<file path="config.mk">
export PLATFORM = sky130hd
export DESIGN_NAME = fb_pingpong_ctrl
export DESIGN_NICKNAME = d
export VERILOG_FILES = /design/src/rtl/fb_pkg.sv /design/src/rtl/fb_rd_arbiter.sv /design/src/rtl/fb_pingpong_ctrl.sv
export SDC_FILE = /design/constraint.sdc
export NUM_CORES = 1
export LEC_CHECK = 0
export ABC_AREA = 0
export CAP_MARGIN = 20
export CORE_UTILIZATION = 35
export DETAILED_ROUTE_END_ITERATION = 8
export PLACE_DENSITY = 0.82
export SYNTH_ARGS = -nofsm -noshare
export SYNTH_HDL_FRONTEND = slang
export SYNTH_HIERARCHICAL = 1
export SYNTH_SLANG_ARGS = --single-unit
</file>
<file path="constraint.sdc">
create_clock -name clk -period 1.5 [get_ports clk]
set_input_delay 0.225 -clock clk [delete_from_list [all_inputs] [get_ports clk]]
set_output_delay 0.225 -clock clk [all_outputs]
set_load 0.05 [all_outputs]
</file>
<file path="src/rtl/fb_pkg.sv">
// Shared constants for the ping-pong frame-buffer controller: frame geometry,
// FSM encodings, read-tag bit layout and the saturating counter helper.
package fb_pkg;

    localparam int FB_NB_ADDR  = 13;
    localparam int FB_IMG_PXLS = 4800;
    localparam int FB_NB_PXL   = 16;
    localparam int FB_NB_CNT   = 8;

    localparam logic [1:0] ST_WAIT_CFG = 2'd0;
    localparam logic [1:0] ST_SYNC     = 2'd1;
    localparam logic [1:0] ST_FILL     = 2'd2;
    localparam logic [1:0] ST_READY    = 2'd3;

    localparam int TAG_SEL   = 0;
    localparam int TAG_OLED  = 1;
    localparam int TAG_VGA   = 2;
    localparam int FB_NB_TAG = 3;

    function automatic logic [FB_NB_CNT-1:0] sat_inc(input logic [FB_NB_CNT-1:0] val);
        if (val == {FB_NB_CNT{1'b1}}) begin
            return val;
        end else begin
            return val + {{(FB_NB_CNT-1){1'b0}}, 1'b1};
        end
    endfunction

endpackage

</file>
<file path="src/rtl/fb_rd_arbiter.sv">
// Front-buffer read port arbiter: VGA has fixed priority over OLED; request tags
// ride alongside the RAM latency and steer the returning word to its reader.
module fb_rd_arbiter
    import fb_pkg::*;
#(
    parameter int C_NB_ADDR = FB_NB_ADDR,
    parameter int C_NB_PXL  = FB_NB_PXL
) (
    input  logic                 clk,
    input  logic                 rst_n,
    input  logic                 front,
    input  logic                 vga_rd,
    input  logic [C_NB_ADDR-1:0] vga_addr,
    input  logic                 oled_req,
    input  logic [C_NB_ADDR-1:0] oled_addr,
    input  logic [C_NB_PXL-1:0]  dout_a,
    input  logic [C_NB_PXL-1:0]  dout_b,
    output logic [C_NB_ADDR-1:0] rd_addr,
    output logic                 rd_sel,
    output logic                 oled_gnt,
    output logic                 vga_valid,
    output logic [C_NB_PXL-1:0]  vga_data,
    output logic                 oled_valid,
    output logic [C_NB_PXL-1:0]  oled_data
);

    logic [FB_NB_TAG-1:0] tag_nxt_s;
    logic [FB_NB_TAG-1:0] tag_r;
    logic [C_NB_PXL-1:0]  rd_data_s;
    logic                 vga_valid_r;
    logic                 oled_valid_r;
    logic [C_NB_PXL-1:0]  vga_data_r;
    logic [C_NB_PXL-1:0]  oled_data_r;

    // Fixed-priority address mux and request tag
    always_comb begin
        tag_nxt_s = {FB_NB_TAG{1'b0}};
        if (vga_rd) begin
            rd_addr  = vga_addr;
            oled_gnt = 1'b0;
        end else begin
            rd_addr  = oled_addr;
            oled_gnt = oled_req;
        end
        tag_nxt_s[TAG_VGA]  = vga_rd;
        tag_nxt_s[TAG_OLED] = oled_gnt;
        tag_nxt_s[TAG_SEL]  = front;
    end

    assign rd_sel = front;

    // Tag stage: remembers the buffer sampled in the request cycle so a swap
    // on that same edge still returns old-front data
    always_ff @(posedge clk or negedge rst_n) begin
        if (!rst_n) begin
            tag_r <= {FB_NB_TAG{1'b0}};
        end else begin
            tag_r <= tag_nxt_s;
        end
    end

    assign rd_data_s = tag_r[TAG_SEL] ? dout_b : dout_a;

    // Output registers; data holds between valid beats
    always_ff @(posedge clk or negedge rst_n) begin
        if (!rst_n) begin
            vga_valid_r  <= 1'b0;
            oled_valid_r <= 1'b0;
            vga_data_r   <= {C_NB_PXL{1'b0}};
            oled_data_r  <= {C_NB_PXL{1'b0}};
        end else begin
            vga_valid_r  <= tag_r[TAG_VGA];
            oled_valid_r <= tag_r[TAG_OLED];
            if (tag_r[TAG_VGA]) begin
                vga_data_r <= rd_data_s;
            end
            if (tag_r[TAG_OLED]) begin
                oled_data_r <= rd_data_s;
            end
        end
    end

    assign vga_valid  = vga_valid_r;
    assign oled_valid = oled_valid_r;
    assign vga_data   = vga_data_r;
    assign oled_data  = oled_data_r;

endmodule

</file>
<file path="src/rtl/fb_pingpong_ctrl.sv">
// Ping-pong frame-buffer controller: capture FSM, back-buffer write gating,
// tear-free swap on display frame start and drop/swap counters.
// Build option FB_FREEZE_EN adds a freeze input that holds the capture and blocks swaps.
module fb_pingpong_ctrl
    import fb_pkg::*;
#(
    parameter int C_NB_ADDR  = FB_NB_ADDR,
    parameter int C_IMG_PXLS = FB_IMG_PXLS,
    parameter int C_NB_PXL   = FB_NB_PXL
) (
    input  logic                 clk,
    input  logic                 rst_n,
    input  logic                 cfg_done,
    input  logic                 cap_we,
    input  logic [C_NB_ADDR-1:0] cap_addr,
    input  logic                 disp_sof,
`ifdef FB_FREEZE_EN
    input  logic                 freeze,
`endif
    output logic                 wea_a,
    output logic                 wea_b,
    output logic                 front,
    output logic [C_NB_ADDR-1:0] rd_addr,
    output logic                 rd_sel,
    input  logic [C_NB_PXL-1:0]  dout_a,
    input  logic [C_NB_PXL-1:0]  dout_b,
    input  logic                 vga_rd,
    input  logic [C_NB_ADDR-1:0] vga_addr,
    output logic                 vga_valid,
    output logic [C_NB_PXL-1:0]  vga_data,
    input  logic                 oled_req,
    input  logic [C_NB_ADDR-1:0] oled_addr,
    output logic                 oled_gnt,
    output logic                 oled_valid,
    output logic [C_NB_PXL-1:0]  oled_data,
    output logic [FB_NB_CNT-1:0] drop_cnt,
    output logic [FB_NB_CNT-1:0] swap_cnt
);

    localparam logic [C_NB_ADDR-1:0] FIRST_ADDR = {C_NB_ADDR{1'b0}};
    localparam logic [C_NB_ADDR-1:0] LAST_ADDR  = C_NB_ADDR'(C_IMG_PXLS - 1);
    localparam logic [FB_NB_CNT-1:0] CNT_ONE    = {{(FB_NB_CNT-1){1'b0}}, 1'b1};

    logic [1:0]           state_r;
    logic [1:0]           state_nxt_s;
    logic                 front_r;
    logic [FB_NB_CNT-1:0] drop_cnt_r;
    logic [FB_NB_CNT-1:0] swap_cnt_r;
    logic                 cap_sof_s;
    logic                 cap_eof_s;
    logic                 wr_en_s;
    logic                 drop_inc_s;
    logic                 swap_s;
    logic                 hold_s;
    logic                 release_s;

`ifdef FB_FREEZE_EN
    logic held_r;

    // Remembers that a freeze was active so its release can resynchronise
    always_ff @(posedge clk or negedge rst_n) begin
        if (!rst_n) begin
            held_r <= 1'b0;
        end else begin
            held_r <= cfg_done & freeze;
        end
    end

    assign hold_s    = freeze;
    assign release_s = held_r & ~freeze;
`else
    assign hold_s    = 1'b0;
    assign release_s = 1'b0;
`endif

    assign cap_sof_s = cap_we & (cap_addr == FIRST_ADDR);
    assign cap_eof_s = cap_we & (cap_addr == LAST_ADDR);

    // Capture FSM: only whole frames starting at address 0 reach the back buffer
    always_comb begin
        state_nxt_s = state_r;
        wr_en_s     = 1'b0;
        drop_inc_s  = 1'b0;
        swap_s      = 1'b0;
        if (!cfg_done) begin
            state_nxt_s = ST_WAIT_CFG;
        end else if (hold_s) begin
            state_nxt_s = state_r;
        end else if (release_s) begin
            state_nxt_s = ST_SYNC;
        end else begin
            case (state_r)
                ST_WAIT_CFG: begin
                    state_nxt_s = ST_SYNC;
                end
                ST_SYNC: begin
                    if (cap_sof_s) begin
                        wr_en_s     = 1'b1;
                        state_nxt_s = ST_FILL;
                    end else begin
                        state_nxt_s = ST_SYNC;
                    end
                end
                ST_FILL: begin
                    wr_en_s = cap_we;
                    if (cap_eof_s) begin
                        state_nxt_s = ST_READY;
                    end else if (cap_sof_s) begin
                        drop_inc_s  = 1'b1;
                        state_nxt_s = ST_FILL;
                    end else begin
                        state_nxt_s = ST_FILL;
                    end
                end
                ST_READY: begin
                    drop_inc_s = cap_sof_s;
                    if (disp_sof) begin
                        swap_s      = 1'b1;
                        state_nxt_s = ST_SYNC;
                    end else begin
                        state_nxt_s = ST_READY;
                    end
                end
                default: begin
                    state_nxt_s = ST_WAIT_CFG;
                end
            endcase
        end
    end

    // Back buffer is the one not on display; front never sees a write
    assign wea_a = wr_en_s & front_r;
    assign wea_b = wr_en_s & ~front_r;

    // FSM state, displayed-buffer flag and statistics
    always_ff @(posedge clk or negedge rst_n) begin
        if (!rst_n) begin
            state_r    <= ST_WAIT_CFG;
            front_r    <= 1'b0;
            drop_cnt_r <= {FB_NB_CNT{1'b0}};
            swap_cnt_r <= {FB_NB_CNT{1'b0}};
        end else begin
            state_r <= state_nxt_s;
            if (swap_s) begin
                front_r    <= ~front_r;
                swap_cnt_r <= swap_cnt_r + CNT_ONE;
            end
            if (drop_inc_s) begin
                drop_cnt_r <= sat_inc(drop_cnt_r);
            end
        end
    end

    assign front    = front_r;
    assign drop_cnt = drop_cnt_r;
    assign swap_cnt = swap_cnt_r;

    fb_rd_arbiter #(
        .C_NB_ADDR (C_NB_ADDR),
        .C_NB_PXL  (C_NB_PXL)
    ) u_rd_arbiter (
        .clk        (clk),
        .rst_n      (rst_n),
        .front      (front_r),
        .vga_rd     (vga_rd),
        .vga_addr   (vga_addr),
        .oled_req   (oled_req),
        .oled_addr  (oled_addr),
        .dout_a     (dout_a),
        .dout_b     (dout_b),
        .rd_addr    (rd_addr),
        .rd_sel     (rd_sel),
        .oled_gnt   (oled_gnt),
        .vga_valid  (vga_valid),
        .vga_data   (vga_data),
        .oled_valid (oled_valid),
        .oled_data  (oled_data)
    );

endmodule

</file>
# After elaboration in Yosys (flattened, before gate mapping)

Cells that the tools add are included.

Mux-type cells: 17
Reduce and logical (&&, ||, !) cells: 3
Equality and inequality tests: 5
Bitwise gates (word level): 6
Add/sub/neg operators: 2

Operators with widths:

| kind                                                            | count |
|---|---|
| 8-bit by 1-bit adder with 8-bit output, second input constant   | 2 |
| 16-bit 2-to-1 mux                                               | 1 |
| 13-bit == test, second input constant                           | 1 |
| 13-bit logical NOT                                              | 1 |
| 13-bit 2-to-1 mux                                               | 1 |
| 1-bit 2-to-1 mux                                                | 9 |
| 8-bit == test, second input constant                            | 1 |
| 2-bit case mux with 4 select lines                              | 1 |
| 2-bit 2-to-1 mux                                                | 3 |
| 1-bit AND                                                       | 4 |
| 2-bit == test, second input constant                            | 2 |
| 1-bit case mux with 2 select lines                              | 2 |
| 2-bit by 1-bit == test with 1-bit output, second input constant | 1 |
| 2-bit logical NOT                                               | 1 |
| 1-bit inverter                                                  | 2 |
| 2-bit AND reduction                                             | 1 |

Register bits: 56
Input bits: 78
Word-level logic and storage cells: 42
Output and inout port bits: 68

# Logic depth before layout (Yosys ltp)

Depth in word-level cells: 7
Depth in mapped cells: 6
Depth with buffers taken out: 6

# Hierarchy

Netlist, hierarchy kept.

By module, submodules not included:

| module           | cells an instance | area each (µm²) | instances | sequential area each (µm²) |
|---|---|---|---|---|
| fb_rd_arbiter    | 141               | 1591.5          | 1         | 925.9 |
| fb_pingpong_ctrl | 97                | 1059.8          | 1         | 475.5 |

# Worst setup path after synthesis

Ideal clock, no wire load.

Kind: input to output
Start point: in cap_addr[9]
End point: out wea_a
Cell stages on the path: 4
Path buffers: 0
Arrival: 2.118 ns
Required time: 1.275 ns
Path slack: -0.843 ns
Cells stage by stage: nor4b_4 -> nand4_4 -> o2bb2a_4 -> nor3b_1

Cells in the longest elaborated chain, start to end: 6

Ends and longest elaborated chain:

| element                            | line                    | text |
|---|---|---|
| start: declaration                 | fb_pingpong_ctrl.sv:15  | `input logic [C_NB_ADDR-1:0] cap_addr,` |
| 13-bit logical NOT                 | fb_pingpong_ctrl.sv:76  | `assign cap_sof_s = cap_we & (cap_addr == FIRST_ADDR);` |
| 1-bit AND                          | fb_pingpong_ctrl.sv:76  |  |
| 1-bit 2-to-1 mux                   | fb_pingpong_ctrl.sv:97  | `if (cap_sof_s) begin` |
| 1-bit case mux with 2 select lines | fb_pingpong_ctrl.sv:92  | `case (state_r)` |
| 1-bit 2-to-1 mux                   | fb_pingpong_ctrl.sv:85  | `if (!cfg_done) begin` |
| 1-bit AND                          | fb_pingpong_ctrl.sv:132 | `assign wea_a = wr_en_s & front_r;` |
| end: declaration                   | fb_pingpong_ctrl.sv:20  | `output logic wea_a,` |

Every way passes these cells.

# Worst setup path after layout

Start point: reg state_r[0]
End point: out wea_a

Cells in the longest elaborated chain, start to end: 4
Elaborated cells on any way between the ends: 5
Classes of those cells: eq/ne: 2; mux: 2; bitwise: 1

Ends and longest elaborated chain:

| element                                                                   | line                    | text |
|---|---|---|
| start: declaration                                                        | fb_pingpong_ctrl.sv:44  | `logic [1:0] state_r;` |
| start signal: assignment                                                  | fb_pingpong_ctrl.sv:143 | `state_r <= state_nxt_s;` |
| 2-bit == test or 2-bit by 1-bit == test with 1-bit output (tied branches) | fb_pingpong_ctrl.sv:92  |  |
| 1-bit case mux with 2 select lines (*)                                    | fb_pingpong_ctrl.sv:92  |  |
| 1-bit 2-to-1 mux (*)                                                      | fb_pingpong_ctrl.sv:85  |  |
| 1-bit AND (*)                                                             | fb_pingpong_ctrl.sv:132 |  |

Every way passes the cells marked *; elsewhere a longest branch is shown, timed or not.

==> results.py <==
metrics = {
    "sta": {
        "final-hold-violation-count": 0,
        "holdWs_ps": 339.3,
        "fin_crit_ps": 1773,
        "relSlewSlack_pct": 75.82,
        "clock_skew_ps": 3.742,
        "worst_pin_slew_ps": 362.6,
        "final_max_slew_viol_count": 0,
        "rsz0062_at_grt": "true",
        "fmax_mhz": 564.0,
        "setup_viol": 10,
        "fin_crit_sh_pct": 118.2,
        "fin_ws_ps": -273.0,
    },
    "cells_and_area": {
        "final_common_cell": "buf_4",
        "finalInstanceArea_mm2": 0.004711,
        "area_growth_pct": 77.68,
        "diodes": 0,
        "ff_latch_area_mm2": 0.001410,
        "final_nets": 488,
        "multi_input_area_mm2": 0.001281,
        "drive_gt1_share_pct": 36.05,
        "nFillCells": 602,
        "mostFrequentLayoutCells": "buf_4 (63), clkdlybuf4s50_1 (61), dfrtp_1 (49)",
    },
    "synthesis": {
        "synth.area.mux_share_pct": 11.99,
        "yosysWarnings": 6,
        "synthAdderAreaFrac_pct": 2.832,
        "synth_compound_area_share_pct": 8.164,
        "yosys_most_used_dff": "dfrtp_1",
        "syn_inst": 238,
        "yosys.area_share.xor_xnor_pct": 4.955,
        "seq_area_frac_synth_pct": 52.86,
        "async_flop_share_pct": 100.0,
        "syn_nets": 322,
        "synth_area_mm2": 0.002651,
        "synth_area_per_cell_um2": 11.14,
        "synth_edf_count": 0,
        "synth_cell_types": 34,
        "synth_top_family_by_area": "simple AND/OR/NAND/NOR gates",
        "synth-simple-area-share_pct": 15.62,
        "ys_ff_latch": 56,
    },
    "die": {
        "core_mm2": 0.007292,
        "die_area_mm2": 0.007927,
        "die_h_um": 89.04,
        "fp.dieW_um": 89.04,
        "initial_core_util_pct": 36.36,
        "rows": 31,
        "ios": 146,
    },
    "power": {
        "switching_share_pct": 33.96,
        "ir_drop_uv": 350.1,
        "p_sw_uw": 1235,
        "p_comb_share_pct": 31.5,
        "clkPwrFrac_pct": 22.6,
        "p_per_area_mw_per_mm2": 772.2,
        "power.leakage_uw": 0.002084,
        "cell_internal_pwr_uw": 2402,
        "p_seq_share_pct": 45.9,
    },
    "global_routing": {
        "grt_pass1_vias": 2398,
        "antenna_found_initial": 0,
        "grtUsageTotal_pct": 17.52,
        "grt-ovfl-total": 0,
        "grt_pass1_wl_mm": 10.79,
        "grt_max_degree": 34,
    },
    "route": {
        "route.detailed.drc": 0,
        "dr.first_iter.drc_count": 60,
        "drt_wl_total_mm": 6.930,
        "ant_nets": 0,
        "routedWlPerCell_um": 13.75,
        "vias": 2386,
        "avgViaCountPerCell": 4.734,
        "dr.pass1.iters": 4,
    },
    "critical_path": {
        "rr_worst_depth": 8,
        "critPathCaptureType": "output port",
        "cp.arrival_ps": 1550,
        "r2r_slack_ps": -60,
        "rr_endpoint": "drop_cnt[4]",
        "critPathRequiredTime_ps": 1270,
        "critPathKind": "reg -> out",
        "r2r_start": "state_r[0]",
        "start_kind": "flip-flop",
        "path_max_fanout": 2,
        "crit_end": "wea_a",
        "startpoint": "state_r[0]",
    },
    "clock_tree": {
        "clk_latency_ps": 300,
        "cts_tree": "done",
        "cts_buffer_depth": 2,
        "h-tree-depth": 2,
        "cts_sinks": 56,
        "clkTransAtPathRegs_ps": 100,
        "root_buffer": "clkbuf_8",
        "cts_made_buffers": 5,
    },
    "run": {
        "maxCapViolCount": 0,
    },
    "min_path": {
        "hp-class": "in -> reg",
        "hold_path_depth": 2,
    },
    "placement": {
        "port_buffers": 145,
        "pre_cts_slack_ps": -532.8,
        "dp_hpwl_mm": 5.469,
        "place_congestion": 0.8299,
        "place_area_mm2": 0.004472,
    },
    "status": {
        "violations": "negative setup slack",
        "outcome": "finished with violations",
    },
}
[worst min-delay path by stage]
stage	from	end
2_1_floorplan	rst_n	drop_cnt[0]
3_3_place_gp	rst_n	u_rd_arbiter/vga_data[9]
3_5_place_dp	rst_n	u_rd_arbiter/vga_data[6]
4_1_cts	vga_rd	u_rd_arbiter/tag_r[2]
5_1_grt	vga_rd	u_rd_arbiter/tag_r[2]
6_report	vga_rd	u_rd_arbiter/tag_r[2]
[cell families after synthesis]
group / after synthesis
buffers and inverters: 16
adder cells (fa/ha/maj): 6
AND/OR/NAND/NOR: 76
flip-flops: 56
multiplexers: 30
XOR/XNOR: 15
AO/OA/AOI/OAI: 39
[final cells by class]
cell class / count / share of cell area, %
clock buffers: 5 / 1.461
clock inverters: 3 / 0.4781
inverters: 6 / 0.4781
multi-input cells: 166 / 27.20
flip-flops and latches: 56 / 29.93
well taps: 99 / 2.629
repair buffers: 169 / 37.82
[routing by layer]
metal / GRT usage, % / vias to the layer above / part of all wire, %
met3: 4.524 / 7 / 7.1
met5: 0 / - / 0
met4: 3.896 / 0 / 0.88
li1: - / 1158 / -
met2: 31.47 / 85 / 51
met1: 21.23 / 1136 / 41
[cell usage after synthesis (2+ instances only)]
| master | instances | area, µm² |
|---|---|---|
| nor3_1 | 6 | 30.03 |
| inv_1 | 6 | 22.52 |
| ha_1 | 6 | 75.07 |
| mux2_2 | 14 | 157.7 |
| a21oi_1 | 33 | 165.2 |
| xor2_1 | 8 | 70.07 |
| buf_2 | 3 | 15.01 |
| nor3_2 | 2 | 20.02 |
| nand2_1 | 9 | 33.78 |
| mux2i_1 | 16 | 160.2 |
| nand3_1 | 7 | 35.03 |
| nand4_1 | 5 | 31.28 |
| clkbuf_1 | 3 | 11.26 |
| xnor2_1 | 7 | 61.31 |
| dfrtp_1 | 56 | 1401 |
| buf_4 | 2 | 15.01 |
| nor2_1 | 36 | 135.1 |
| and3_1 | 3 | 18.77 |
[flip-flops by register name, summed over array words and instances (netlist names)]
register / cells
u_rd_arbiter/oled_data: 16
swap_cnt: 8
u_rd_arbiter/oled_valid: 1
front: 1
drop_cnt: 8
u_rd_arbiter/vga_valid: 1
u_rd_arbiter/tag_r: 3
u_rd_arbiter/vga_data: 16
state_r: 2
[timing repair]
item                                    CTS  global route
resized for setup                        37             5
pin swaps                                10             3
buffers inserted                          5             2
endpoints found under the hold margin    56             0
cloned                                    0             0
endpoints found under the setup margin   23            13
hold buffers                              1             0
[worst max-delay path, stage by stage (launching register included)]
cell and delay [ps]:
dfrtp_1 370, inv_1 90, ha_1 290, nand2_2 90, nor3b_4 240, buf_12 160
[stage by stage]
stage | utilization (%) | power [µW] | instances | setup TNS [ps]
floorplan | - | 2301 | 238 | -334.2
global placement | 61.32 | 2819 | 488 | -5570
detailed placement | 61.32 | 2843 | 488 | -6719
CTS | 64.00 | 3681 | 502 | -1008
global route | 64.60 | 3826 | 504 | -1492
finish | 64.60 | 3638 | 504 | -863.3
[power groups by stage]
stage / clock network (µW) / logic [µW] / registers [µW]
floorplan: 0 / 272 / 2030
global placement: 0 / 1120 / 1690
detailed placement: 0 / 1140 / 1700
CTS: 856 / 1150 / 1670
global route: 929 / 1220 / 1680
finish: 822 / 1150 / 1670
No activity file was read; power rests on OpenSTA's default activity.
